--- src/rtl/cp0_exc_ctrl_if.sv ---
//------------------------------------------------------------------------------
// cp0_exc_ctrl_if
// Bundles the M-stage, MTC0/MFC0 and redirect signals of the CP0 exception
// controller so the pipeline and the controller share one connection.
// Revision: 1.0 - initial release
//------------------------------------------------------------------------------
`default_nettype none

interface cp0_exc_ctrl_if;
    logic [31:0] pc_m;
    logic        valid_m;
    logic        bd_m;
    logic [4:0]  exc_code_m;
    logic        eret_m;
    logic        stall_m;
    logic [5:0]  hw_int;
    logic        we;
    logic [4:0]  addr;
    logic [31:0] wdata;
    logic [31:0] rdata;
    logic        cp0_jump;
    logic [31:0] cp0_npc;
    logic        flush;

    // Pipeline side: drives M-stage state and MTC0/MFC0 requests
    modport master (
        output pc_m, valid_m, bd_m, exc_code_m, eret_m, stall_m, hw_int,
               we, addr, wdata,
        input  rdata, cp0_jump, cp0_npc, flush
    );

    // Controller side
    modport slave (
        input  pc_m, valid_m, bd_m, exc_code_m, eret_m, stall_m, hw_int,
               we, addr, wdata,
        output rdata, cp0_jump, cp0_npc, flush
    );
endinterface

`default_nettype wire

--- src/rtl/cp0_exc_ctrl.sv ---
//------------------------------------------------------------------------------
// cp0_exc_ctrl
// Minimal MIPS CP0: SR, Cause, EPC, PRId, interrupt/exception entry and ERET.
// Optional feature macro: CP0_BD_DELAY_SLOT_EN (branch-delay-slot capture of
// Cause.BD and EPC = pc_m - 4 for delay-slot instructions).
// Revision: 1.0 - initial release
//------------------------------------------------------------------------------
`default_nettype none

module cp0_exc_ctrl (
    input  wire logic         clk,
    input  wire logic         reset,
    cp0_exc_ctrl_if.slave     bus
);

    localparam logic [31:0] PRID_VALUE = 32'h4D59_4350;
    localparam logic [31:0] EXC_VECTOR = 32'h0000_4180;
    localparam logic [4:0]  REG_SR     = 5'd12;
    localparam logic [4:0]  REG_CAUSE  = 5'd13;
    localparam logic [4:0]  REG_EPC    = 5'd14;
    localparam logic [4:0]  REG_PRID   = 5'd15;

    // SR fields
    logic [5:0]  sr_im;
    logic        sr_exl;
    logic        sr_ie;
    // Cause fields
    logic        cause_bd;
    logic [5:0]  cause_ip;
    logic [4:0]  cause_exc;
    // EPC
    logic [31:0] epc;

    logic        m_live;
    logic        int_req;
    logic        exc_req;
    logic        take;
    logic        eret_go;
    logic        bd_cap;
    logic [31:0] epc_next;

    // Event qualification; reset masks every redirect in the reset cycle
    always_comb begin
        m_live  = bus.valid_m & ~bus.stall_m & ~reset;
        int_req = (|(bus.hw_int & sr_im)) & sr_ie & ~sr_exl & m_live;
        exc_req = (bus.exc_code_m != 5'd0) & ~sr_exl & m_live;
        take    = int_req | exc_req;
        eret_go = bus.eret_m & m_live & ~take;
    end

`ifdef CP0_BD_DELAY_SLOT_EN
    // Delay-slot instructions restart at the branch, one word earlier
    always_comb begin
        bd_cap   = bus.bd_m;
        epc_next = bus.bd_m ? (bus.pc_m - 32'd4) : bus.pc_m;
    end
`else
    // Without delay-slot support the faulting PC itself is the restart point
    always_comb begin
        bd_cap   = 1'b0;
        epc_next = bus.pc_m;
    end
`endif

    // Redirect outputs: exception vector on entry, EPC on ERET, else idle
    always_comb begin
        bus.cp0_jump = take | eret_go;
        bus.flush    = take | eret_go;
        if (take) begin
            bus.cp0_npc = EXC_VECTOR;
        end else if (eret_go) begin
            bus.cp0_npc = epc;
        end else begin
            bus.cp0_npc = 32'd0;
        end
    end

    // MFC0 read mux; unimplemented registers and SR/Cause holes read 0
    always_comb begin
        case (bus.addr)
            REG_SR:    bus.rdata = {16'd0, sr_im, 8'd0, sr_exl, sr_ie};
            REG_CAUSE: bus.rdata = {cause_bd, 15'd0, cause_ip, 3'd0, cause_exc, 2'd0};
            REG_EPC:   bus.rdata = epc;
            REG_PRID:  bus.rdata = PRID_VALUE;
            default:   bus.rdata = 32'd0;
        endcase
    end

    // CP0 state: IP sampling, exception entry, ERET, then MTC0 at lowest priority
    always_ff @(posedge clk) begin
        if (reset) begin
            sr_im     <= 6'd0;
            sr_exl    <= 1'b0;
            sr_ie     <= 1'b0;
            cause_bd  <= 1'b0;
            cause_ip  <= 6'd0;
            cause_exc <= 5'd0;
            epc       <= 32'd0;
        end else begin
            cause_ip <= bus.hw_int;
            if (take) begin
                sr_exl    <= 1'b1;
                cause_exc <= int_req ? 5'd0 : bus.exc_code_m;
                cause_bd  <= bd_cap;
                epc       <= {epc_next[31:2], 2'b00};
            end else if (eret_go) begin
                sr_exl <= 1'b0;
            end else if (bus.we) begin
                if (bus.addr == REG_SR) begin
                    sr_im  <= bus.wdata[15:10];
                    sr_exl <= bus.wdata[1];
                    sr_ie  <= bus.wdata[0];
                end else if (bus.addr == REG_EPC) begin
                    epc <= {bus.wdata[31:2], 2'b00};
                end
            end
        end
    end

endmodule

`default_nettype wire

--- src/flat_wrapper.sv ---
// flat-port wrapper written by rule: the top's interface ports become plain ports
module cp0_exc_ctrl_flat 
  (clk, reset, bus_pc_m, bus_valid_m, bus_bd_m, bus_exc_code_m, bus_eret_m, bus_stall_m, bus_hw_int, bus_we, bus_addr, bus_wdata, bus_rdata, bus_cp0_jump, bus_cp0_npc, bus_flush);
  cp0_exc_ctrl_if bus_i ();
  input  wire logic clk;
  input  wire logic reset;
  input wire logic [$bits(bus_i.pc_m)-1:0] bus_pc_m;
  input wire logic [$bits(bus_i.valid_m)-1:0] bus_valid_m;
  input wire logic [$bits(bus_i.bd_m)-1:0] bus_bd_m;
  input wire logic [$bits(bus_i.exc_code_m)-1:0] bus_exc_code_m;
  input wire logic [$bits(bus_i.eret_m)-1:0] bus_eret_m;
  input wire logic [$bits(bus_i.stall_m)-1:0] bus_stall_m;
  input wire logic [$bits(bus_i.hw_int)-1:0] bus_hw_int;
  input wire logic [$bits(bus_i.we)-1:0] bus_we;
  input wire logic [$bits(bus_i.addr)-1:0] bus_addr;
  input wire logic [$bits(bus_i.wdata)-1:0] bus_wdata;
  output wire logic [$bits(bus_i.rdata)-1:0] bus_rdata;
  output wire logic [$bits(bus_i.cp0_jump)-1:0] bus_cp0_jump;
  output wire logic [$bits(bus_i.cp0_npc)-1:0] bus_cp0_npc;
  output wire logic [$bits(bus_i.flush)-1:0] bus_flush;
  assign bus_i.pc_m = bus_pc_m;
  assign bus_i.valid_m = bus_valid_m;
  assign bus_i.bd_m = bus_bd_m;
  assign bus_i.exc_code_m = bus_exc_code_m;
  assign bus_i.eret_m = bus_eret_m;
  assign bus_i.stall_m = bus_stall_m;
  assign bus_i.hw_int = bus_hw_int;
  assign bus_i.we = bus_we;
  assign bus_i.addr = bus_addr;
  assign bus_i.wdata = bus_wdata;
  assign bus_rdata = bus_i.rdata;
  assign bus_cp0_jump = bus_i.cp0_jump;
  assign bus_cp0_npc = bus_i.cp0_npc;
  assign bus_flush = bus_i.flush;
  cp0_exc_ctrl u_core (.clk(clk), .reset(reset), .bus(bus_i));
endmodule
--- config.mk ---
export PLATFORM = sky130hd
export DESIGN_NAME = cp0_exc_ctrl_flat
export DESIGN_NICKNAME = d
export VERILOG_FILES = /design/src/rtl/cp0_exc_ctrl_if.sv /design/src/rtl/cp0_exc_ctrl.sv /design/src/flat_wrapper.sv
export SDC_FILE = /design/constraint.sdc
export NUM_CORES = 1
export LEC_CHECK = 0
export CAP_MARGIN = 30
export CORE_MARGIN = 2
export CORE_UTILIZATION = 37
export DETAILED_ROUTE_END_ITERATION = 7
export PLACE_DENSITY = 0.75
export SLEW_MARGIN = 10
export SYNTH_ARGS = -nofsm -noshare
export SYNTH_HDL_FRONTEND = slang
export SYNTH_SLANG_ARGS = --single-unit
--- constraint.sdc ---
create_clock -name clk -period 2.9 [get_ports clk]
set_input_delay 0.58 -clock clk [delete_from_list [all_inputs] [get_ports clk]]
set_output_delay 0.58 -clock clk [all_outputs]
set_load 0.03 [all_outputs]
==> impl_metrics.csv, run 1 <==
group,metric,value,unit
run_status,status,"completed",
routing,drt_iter0_drc,118,
timing,skew,0.006786,ns
timing,slew_violations,0,
placement,port_buffers,147,
timing,min_period,2.866,ns
clock_tree,clock_path_buffers,2,
grt,grt_usage,23.33,%
critical_path,crit_fanout,8,
timing,holdWs,0.4745,ns
placement,globalplace.congestion,0.8504,
cells_and_area,fillers,697,
logic_synthesis,synth-simple-area-share,19.66,%
critical_path,critPathSlowestCell,"or4_4",
die,fp.dieH,94.95,um
grt,overflow,0,
logic_synthesis,netlist_instances,335,
critical_path,required,2.32,ns
timing,setup_tns,0,ns
logic_synthesis,ys_seq_elements,49,
clock_tree,insertion_delay,0.30,ns
clock_tree,root_buffer,"clkbuf_8",
logic_synthesis,synth_fa_ha_area_share,0,%
timing,finalSetupViolations,0,
logic_synthesis,synth-edff-count,0,
logic_synthesis,synth_top_area_share,32.05,%
logic_synthesis,ys_types,36,
worst_hold_path,min_path_type,"reg -> reg",
power,comb_power_share,24.0,%
logic_synthesis,yosys-top-cells-area,"dfxtp_1 (32%), mux2i_1 (14%), a211oi_2 (10%)",
timing,relSlewSlack,60.50,%
power,power.internal,1.073,mW
routing,wl_per_cell,17.07,um
cells_and_area,syn_to_final_growth,65.33,%
critical_path,cpMostUsedCell,"buf_12",
critical_path,start_kind,"input port",
placement,post-dp-hpwl,7.845,mm
cells_and_area,antenna_cells,0,
routing,firstDrtPassIters,4,
logic_synthesis,synth_flop_cell,"dfxtp_1",
cells_and_area,post-route-util,62.21,%
logic_synthesis,yosys_warnings,0,
logic_synthesis,synth_commonest_cells,"dfxtp_1 (49), mux2i_1 (43), a211oi_1 (36)",
routing,drc,0,
timing,fmax,349.0,MHz
run,maxCapViolCount,0,
clock_tree,ctsHtreeMaxLevel,2,
logic_synthesis,yosysTopAreaCell,"dfxtp_1",
power,power.leakage,2.348,nW
logic_synthesis,post-synth-top-count-cell,"dfxtp_1",
logic_synthesis,synth-compound-area-share,28.74,%
die,dieArea,9015,um2
grt,antenna_found_initial,0,
critical_path,cp-end-kind,"primary output",
die,design.core.area,8134,um2
logic_synthesis,avgSynthCellArea,9.136,um2
timing,final.period_utilization,98.81,%
timing,finalHoldViolations,0,
grt,grt_pass1_vias,3244,
logic_synthesis,synth_area,3060,um2
routing,vias,3241,
power,ir_worst_vdd,163.9,uV
timing,rsz0062_at_grt,"no",
cells_and_area,fin_nets,597,
routing,via_per_inst,5.261,
logic_synthesis,synth_top_family_by_area,"compound AO/OA/AOI/OAI gates",
logic_synthesis,synthXorXnorAreaFrac,0,%
clock_tree,cts_tree,"yes",
power,power_frac_seq,48.8,%
die,start_util,37.62,%
power,report.power.total,1.493,mW
cells_and_area,drive_gt1_share,33.86,%
die,ios,153,
power,clockPowerShare,27.2,%
power,p_sw,0.4192,mW
power,netSwitchingFraction,28.09,%
die,fp.dieW,94.95,um
critical_path,arrival,2.29,ns
die,rows,33,
logic_synthesis,synthMuxAreaShare,14.06,%
clock_tree,cts.sinks,49,
routing,ant_nets,0,
logic_synthesis,async_flop_share,0,%
critical_path,cpPeakStageDelay,0.54,ns
routing,routed_wl,10.51,mm
grt,grt_max_degree,28,
power,cellPowerDensity,295.0,nW/um2
critical_path,cp_cell_sequence,"buf_6 -> or4_4 -> o21a_4 -> buf_12 -> a21oi_4 -> buf_12 -> nand2_1 -> dlygate4sd2_1",
timing,worst_pin_slew,0.5862,ns
logic_synthesis,ys_seq_area_share,32.05,%
grt,grt_pass1_wl,16.33,mm
critical_path,crit_type,"in -> out",
clock_tree,path_clk_slew,0.09,ns
clock_tree,numCtsBuffers,5,
-- state kept, by name, summed over array words and instances, names as in the netlist --
name,cells
u_core.cause_exc,5
u_core.cause_ip,6
u_core.epc,30
u_core.sr_exl,1
u_core.sr_ie,1
u_core.sr_im,6
-- final cells by class --
cell class / instances / area [um2] / area share, %
Inverter: 1 / 3.754 / 0.07418
Tap cell: 105 / 131.4 / 2.596
Multi-Input combinational cell: 254 / 2001 / 39.54
Clock buffer: 6 / 72.57 / 1.434
Sequential cell: 49 / 980.9 / 19.39
Timing Repair Buffer: 199 / 1856 / 36.67
Clock inverter: 2 / 15.01 / 0.2967
-- layer usage --
metal	wire length, um	up-vias	share of wire (%)	GRT usage [%]
met5	0	-	0	0
met4	131	0	1.2	5.435
met3	743	14	7.1	3.911
met2	5204	120	49	40.96
met1	4435	1535	42	29.80
li1	-	1572	-	-
-- critical path, delay by kind of cell --
family / cells / cell delay, ns
buffers and inverters: 4 / 0.72
and+or+nand+nor: 2 / 0.61
AOI/OAI and AO/OA: 2 / 0.37
-- layout by cell type (no fill, tap or decap), drive strengths merged, types with 5 or more instances in the layout --
cell / synthesis / layout
clkbuf: 23 / 6
a21oi: 11 / 11
and3: 9 / 9
a211oi: 63 / 63
buf: 9 / 114
and2: 30 / 30
clkdlybuf4s50: 0 / 70
nor2b: 11 / 11
dfxtp: 49 / 49
a21o: 10 / 10
a22oi: 5 / 5
mux2i: 43 / 43
dlygate4sd2: 0 / 10
nand2: 30 / 30
nor2: 18 / 18
-- cell families (layout without fill, tap and decap cells) --
logic type / Yosys count / count (layout)
AND/OR/NAND/NOR: 109 / 109
multiplexers: 43 / 43
AO/OA/AOI/OAI: 100 / 100
flip-flops: 49 / 49
other: 1 / 2
buffers and inverters: 33 / 208
-- path summary, 6_finish.rpt --
path	from	to	slack (ns)	depth (start not counted)
setup / recovery	bus_exc_code_m[1]	bus_cp0_npc[14]	0.03	8
setup reg to reg	u_core.sr_im[3]$_SDFFE_PP0P_	u_core.cause_exc[1]$_SDFFE_PP0P_	0.95	8
hold reg to reg	u_core.cause_exc[3]$_SDFFE_PP0P_	u_core.cause_exc[3]$_SDFFE_PP0P_	0.47	2
hold / removal	u_core.cause_exc[3]$_SDFFE_PP0P_	u_core.cause_exc[3]$_SDFFE_PP0P_	0.47	2
-- what timing repair did --
action / CTS / global route
buffers inserted: 7 / 3
gates resized for setup: 72 / 12
endpoints found under the hold margin: 0 / 0
cloned: 2 / 0
setup endpoints to repair: 32 / 30
hold buffers: 0 / 0
pin swaps: 11 / 6
-- power groups by stage --
stage,clock (mW),combinational [mW],sequential (mW)
final,0.406,0.358,0.728
after CTS,0.417,0.354,0.727
after detailed placement,0,0.347,0.742
after global placement,0,0.341,0.741
after global routing,0.436,0.383,0.732
after floorplan,0,0.159,0.735
-- metrics by stage --
stage	cells	setup WS (ns)	area, um2
global route	616	0.005596	5060
CTS	614	0.006169	5002
detailed placement	597	-0.5048	4701
global placement	597	-0.5224	4701
floorplan	336	0.04751	3064
finish	616	0.03443	5060
Note: power is estimated with default switching activity, not from simulation.
==> run 2: changes to the inputs <==
--- a/config.mk
+++ b/config.mk
@@ -5,10 +5,13 @@
 export SDC_FILE = /design/constraint.sdc
 export NUM_CORES = 1
 export LEC_CHECK = 0
+export ABC_AREA = 0
 export CAP_MARGIN = 30
 export CORE_MARGIN = 2
 export CORE_UTILIZATION = 37
 export DETAILED_ROUTE_END_ITERATION = 7
+export GPL_TIMING_DRIVEN = 0
+export MAX_ROUTING_LAYER = met4
 export PLACE_DENSITY = 0.75
 export SLEW_MARGIN = 10
 export SYNTH_ARGS = -nofsm -noshare
==> impl_metrics.csv, run 2 (synthesis gave the netlist of run 1 again) <==
group,metric,value,unit
cells_and_area,drive_gt1_share,29.13,%
cells_and_area,biggestRegsByFlops,"u_core.epc (30), u_core.cause_ip (6), u_core.sr_im (6)",
critical_path,required,2.32,ns
grt,grt_usage,24.89,%
timing,setup_tns,0,ns
grt,antenna_found_initial,1,
power,ir_worst_vdd,205.2,uV
cells_and_area,stdcell_area,5014,um2
critical_path,r2r_end,"u_core.epc[11]$_SDFFE_PP0P_",
grt,grt_pass1_wl,16.84,mm
clock_tree,cts.sinks,49,
run,maxCapViolCount,0,
cells_and_area,syn_to_final_growth,63.82,%
cells_and_area,layout_common_cells,"clkdlybuf4s50_1 (68), dfxtp_1 (49), mux2i_1 (43)",
timing,final.period_utilization,98.45,%
worst_hold_path,worstHoldPathCells,2,
critical_path,arrival,2.27,ns
run_status,status,"completed",
grt,grt_max_degree,15,
grt,overflow,0,
die,rows,33,
timing,worst_pin_slew,0.7849,ns
critical_path,cpPeakStageDelay,0.38,ns
placement,port_buffers,147,
critical_path,critPathBufInv,4,
timing,finalHoldViolations,0,
critical_path,crit_type,"in -> out",
clock_tree,cts_tree,"yes",
worst_hold_path,min_to,"u_core.cause_exc[2]$_SDFFE_PP0P_",
die,ios,153,
critical_path,r2r_cells,6,
clock_tree,insertion_delay,0.30,ns
routing,firstDrtPassIters,4,
worst_hold_path,worstHoldStart,"u_core.cause_exc[2]$_SDFFE_PP0P_",
power,report.power.total,1.486,mW
routing,drt_iter0_drc,73,
timing,finalSetupViolations,0,
clock_tree,clock_path_buffers,2,
timing,relSlewSlack,47.67,%
die,fp.dieW,94.95,um
timing,min_period,2.855,ns
placement,globalplace.congestion,0.8242,
worst_hold_path,min_path_type,"reg -> reg",
critical_path,critPathSlowestCell,"o31a_1",
routing,via_per_inst,5.248,
clock_tree,path_clk_slew,0.09,ns
clock_tree,root_buffer,"clkbuf_8",
critical_path,cpMostUsedCell,"buf_6",
clock_tree,ctsHtreeMaxLevel,2,
critical_path,r2r_slack,0.67,ns
placement,post-dp-hpwl,7.848,mm
die,design.core.area,8134,um2
power,power.leakage,2.262,nW
critical_path,crit_family,"compound AO/OA/AOI/OAI gates",
power,cellPowerDensity,296.3,nW/um2
critical_path,cp_num_cells,8,
cells_and_area,largest-register,"u_core.epc",
die,dieArea,9015,um2
timing,slew_violations,0,
timing,fmax,350.3,MHz
grt,grt_pass1_vias,3314,
timing,skew,0.004565,ns
critical_path,start_kind,"input port",
critical_path,r2r_start,"u_core.sr_im[3]$_SDFFE_PP0P_",
critical_path,crit_fanout,7,
routing,wl_per_cell,17.67,um
cells_and_area,largest_reg_flops,30,
clock_tree,numCtsBuffers,5,
timing,rsz0062_at_grt,"no",
die,start_util,37.62,%
routing,ant_nets,0,
cells_and_area,fin_nets,594,
routing,drc,0,
routing,vias,3222,
cells_and_area,final_common_cell,"clkdlybuf4s50_1",
critical_path,cp_cell_sequence,"dlygate4sd2_1 -> a22o_1 -> o31a_1 -> a211oi_4 -> buf_6 -> buf_6 -> and2_4 -> buf_6",
die,fp.dieH,94.95,um
routing,routed_wl,10.85,mm
placement,place_area,4667,um2
critical_path,cp-end-kind,"primary output",
run 2: changes by cell type in the layout (fill, tap and decap cells not counted), moves of 3 or more:
| cell | previous run | this run |
|---|---|---|
| buf_12 | 3 | 0 |
| clkbuf_4 | 0 | 3 |
| buf_4 | 77 | 19 |
| clkdlybuf4s15_2 | 0 | 16 |
| and2_1 | 13 | 10 |
| clkbuf_2 | 0 | 8 |
| and2_4 | 16 | 19 |
| clkdlybuf4s15_1 | 3 | 8 |
| buf_2 | 2 | 5 |
| clkbuf_1 | 1 | 16 |
| dlygate4sd2_1 | 10 | 18 |
| buf_8 | 1 | 4 |
run 2: worst register-to-register path, delay by kind of cell, from the launching register on:
family                 cells  cell delay (ns)
AOI/OAI and AO/OA          4             1.25
buffers and inverters      2             0.57
DFF                        1             0.34
run 2: worst max-delay path by stage:
| stage | startpoint | end | slack [ns] |
|---|---|---|---|
| 3_5_place_dp | bus_exc_code_m[2] | bus_cp0_npc[18] | -1.08 |
| 5_1_grt | bus_hw_int[0] | bus_cp0_npc[31] | 0.005 |
| 2_1_floorplan | bus_exc_code_m[2] | bus_flush | 0.05 |
| 6_report | bus_hw_int[0] | bus_cp0_npc[31] | 0.05 |
| 3_3_place_gp | bus_exc_code_m[2] | bus_cp0_npc[15] | -1.11 |
| 4_1_cts | bus_exc_code_m[1] | bus_cp0_npc[16] | 0.004 |
run 2: metal layers:
layer / wire length, um / up-vias / track usage (%)
met4: 110 / 0 / 4.710
met3: 768 / 10 / 4.389
met1: 4744 / 1507 / 31.10
met5: 0 / - / -
li1: - / 1566 / -
met2: 5226 / 139 / 42.43
run 2: final cells by class:
type | instances | area (um2)
inverters | 1 | 3.754
flip-flops and latches | 49 | 980.9
clock inverters | 2 | 10.01
repair buffers | 165 | 1610
fillers | 735 | 3120
multi-input cells | 254 | 2001
diodes | 1 | 2.502
plain buffers | 31 | 201.4
well taps | 105 | 131.4
clock buffers | 6 | 72.57
run 2: power by group:
part | internal [mW] | leakage (nW) | total (mW) | switching (mW)
sequential | 0.705 | 0.400 | 0.727 | 0.0221
clock | 0.168 | 0.0450 | 0.408 | 0.239
combinational | 0.188 | 1.82 | 0.351 | 0.162
total | 1.06 | 2.26 | 1.49 | 0.424
run 2: metrics by stage:
| step | util (%) | hold slack (ns) | setup slack [ns] | instances |
|---|---|---|---|---|
| after floorplan | - | 0.4360 | 0.04751 | 336 |
| after global placement | 57.38 | 0.4435 | -1.106 | 588 |
| after detailed placement | 57.38 | 0.4552 | -1.080 | 588 |
| after CTS | 61.24 | 0.4691 | 0.004145 | 612 |
| after global routing | 61.64 | 0.4977 | 0.005284 | 614 |
| final | 61.64 | 0.4697 | 0.04501 | 614 |
run 2: what timing repair did:
| item | in CTS | in global routing |
|---|---|---|
| pin swaps | 11 | 5 |
| hold buffers | 0 | 0 |
| endpoints found under the setup margin | 64 | 52 |
| buffers inserted | 15 | 1 |
| gates resized for setup | 319 | 30 |
| cloned | 2 | 0 |
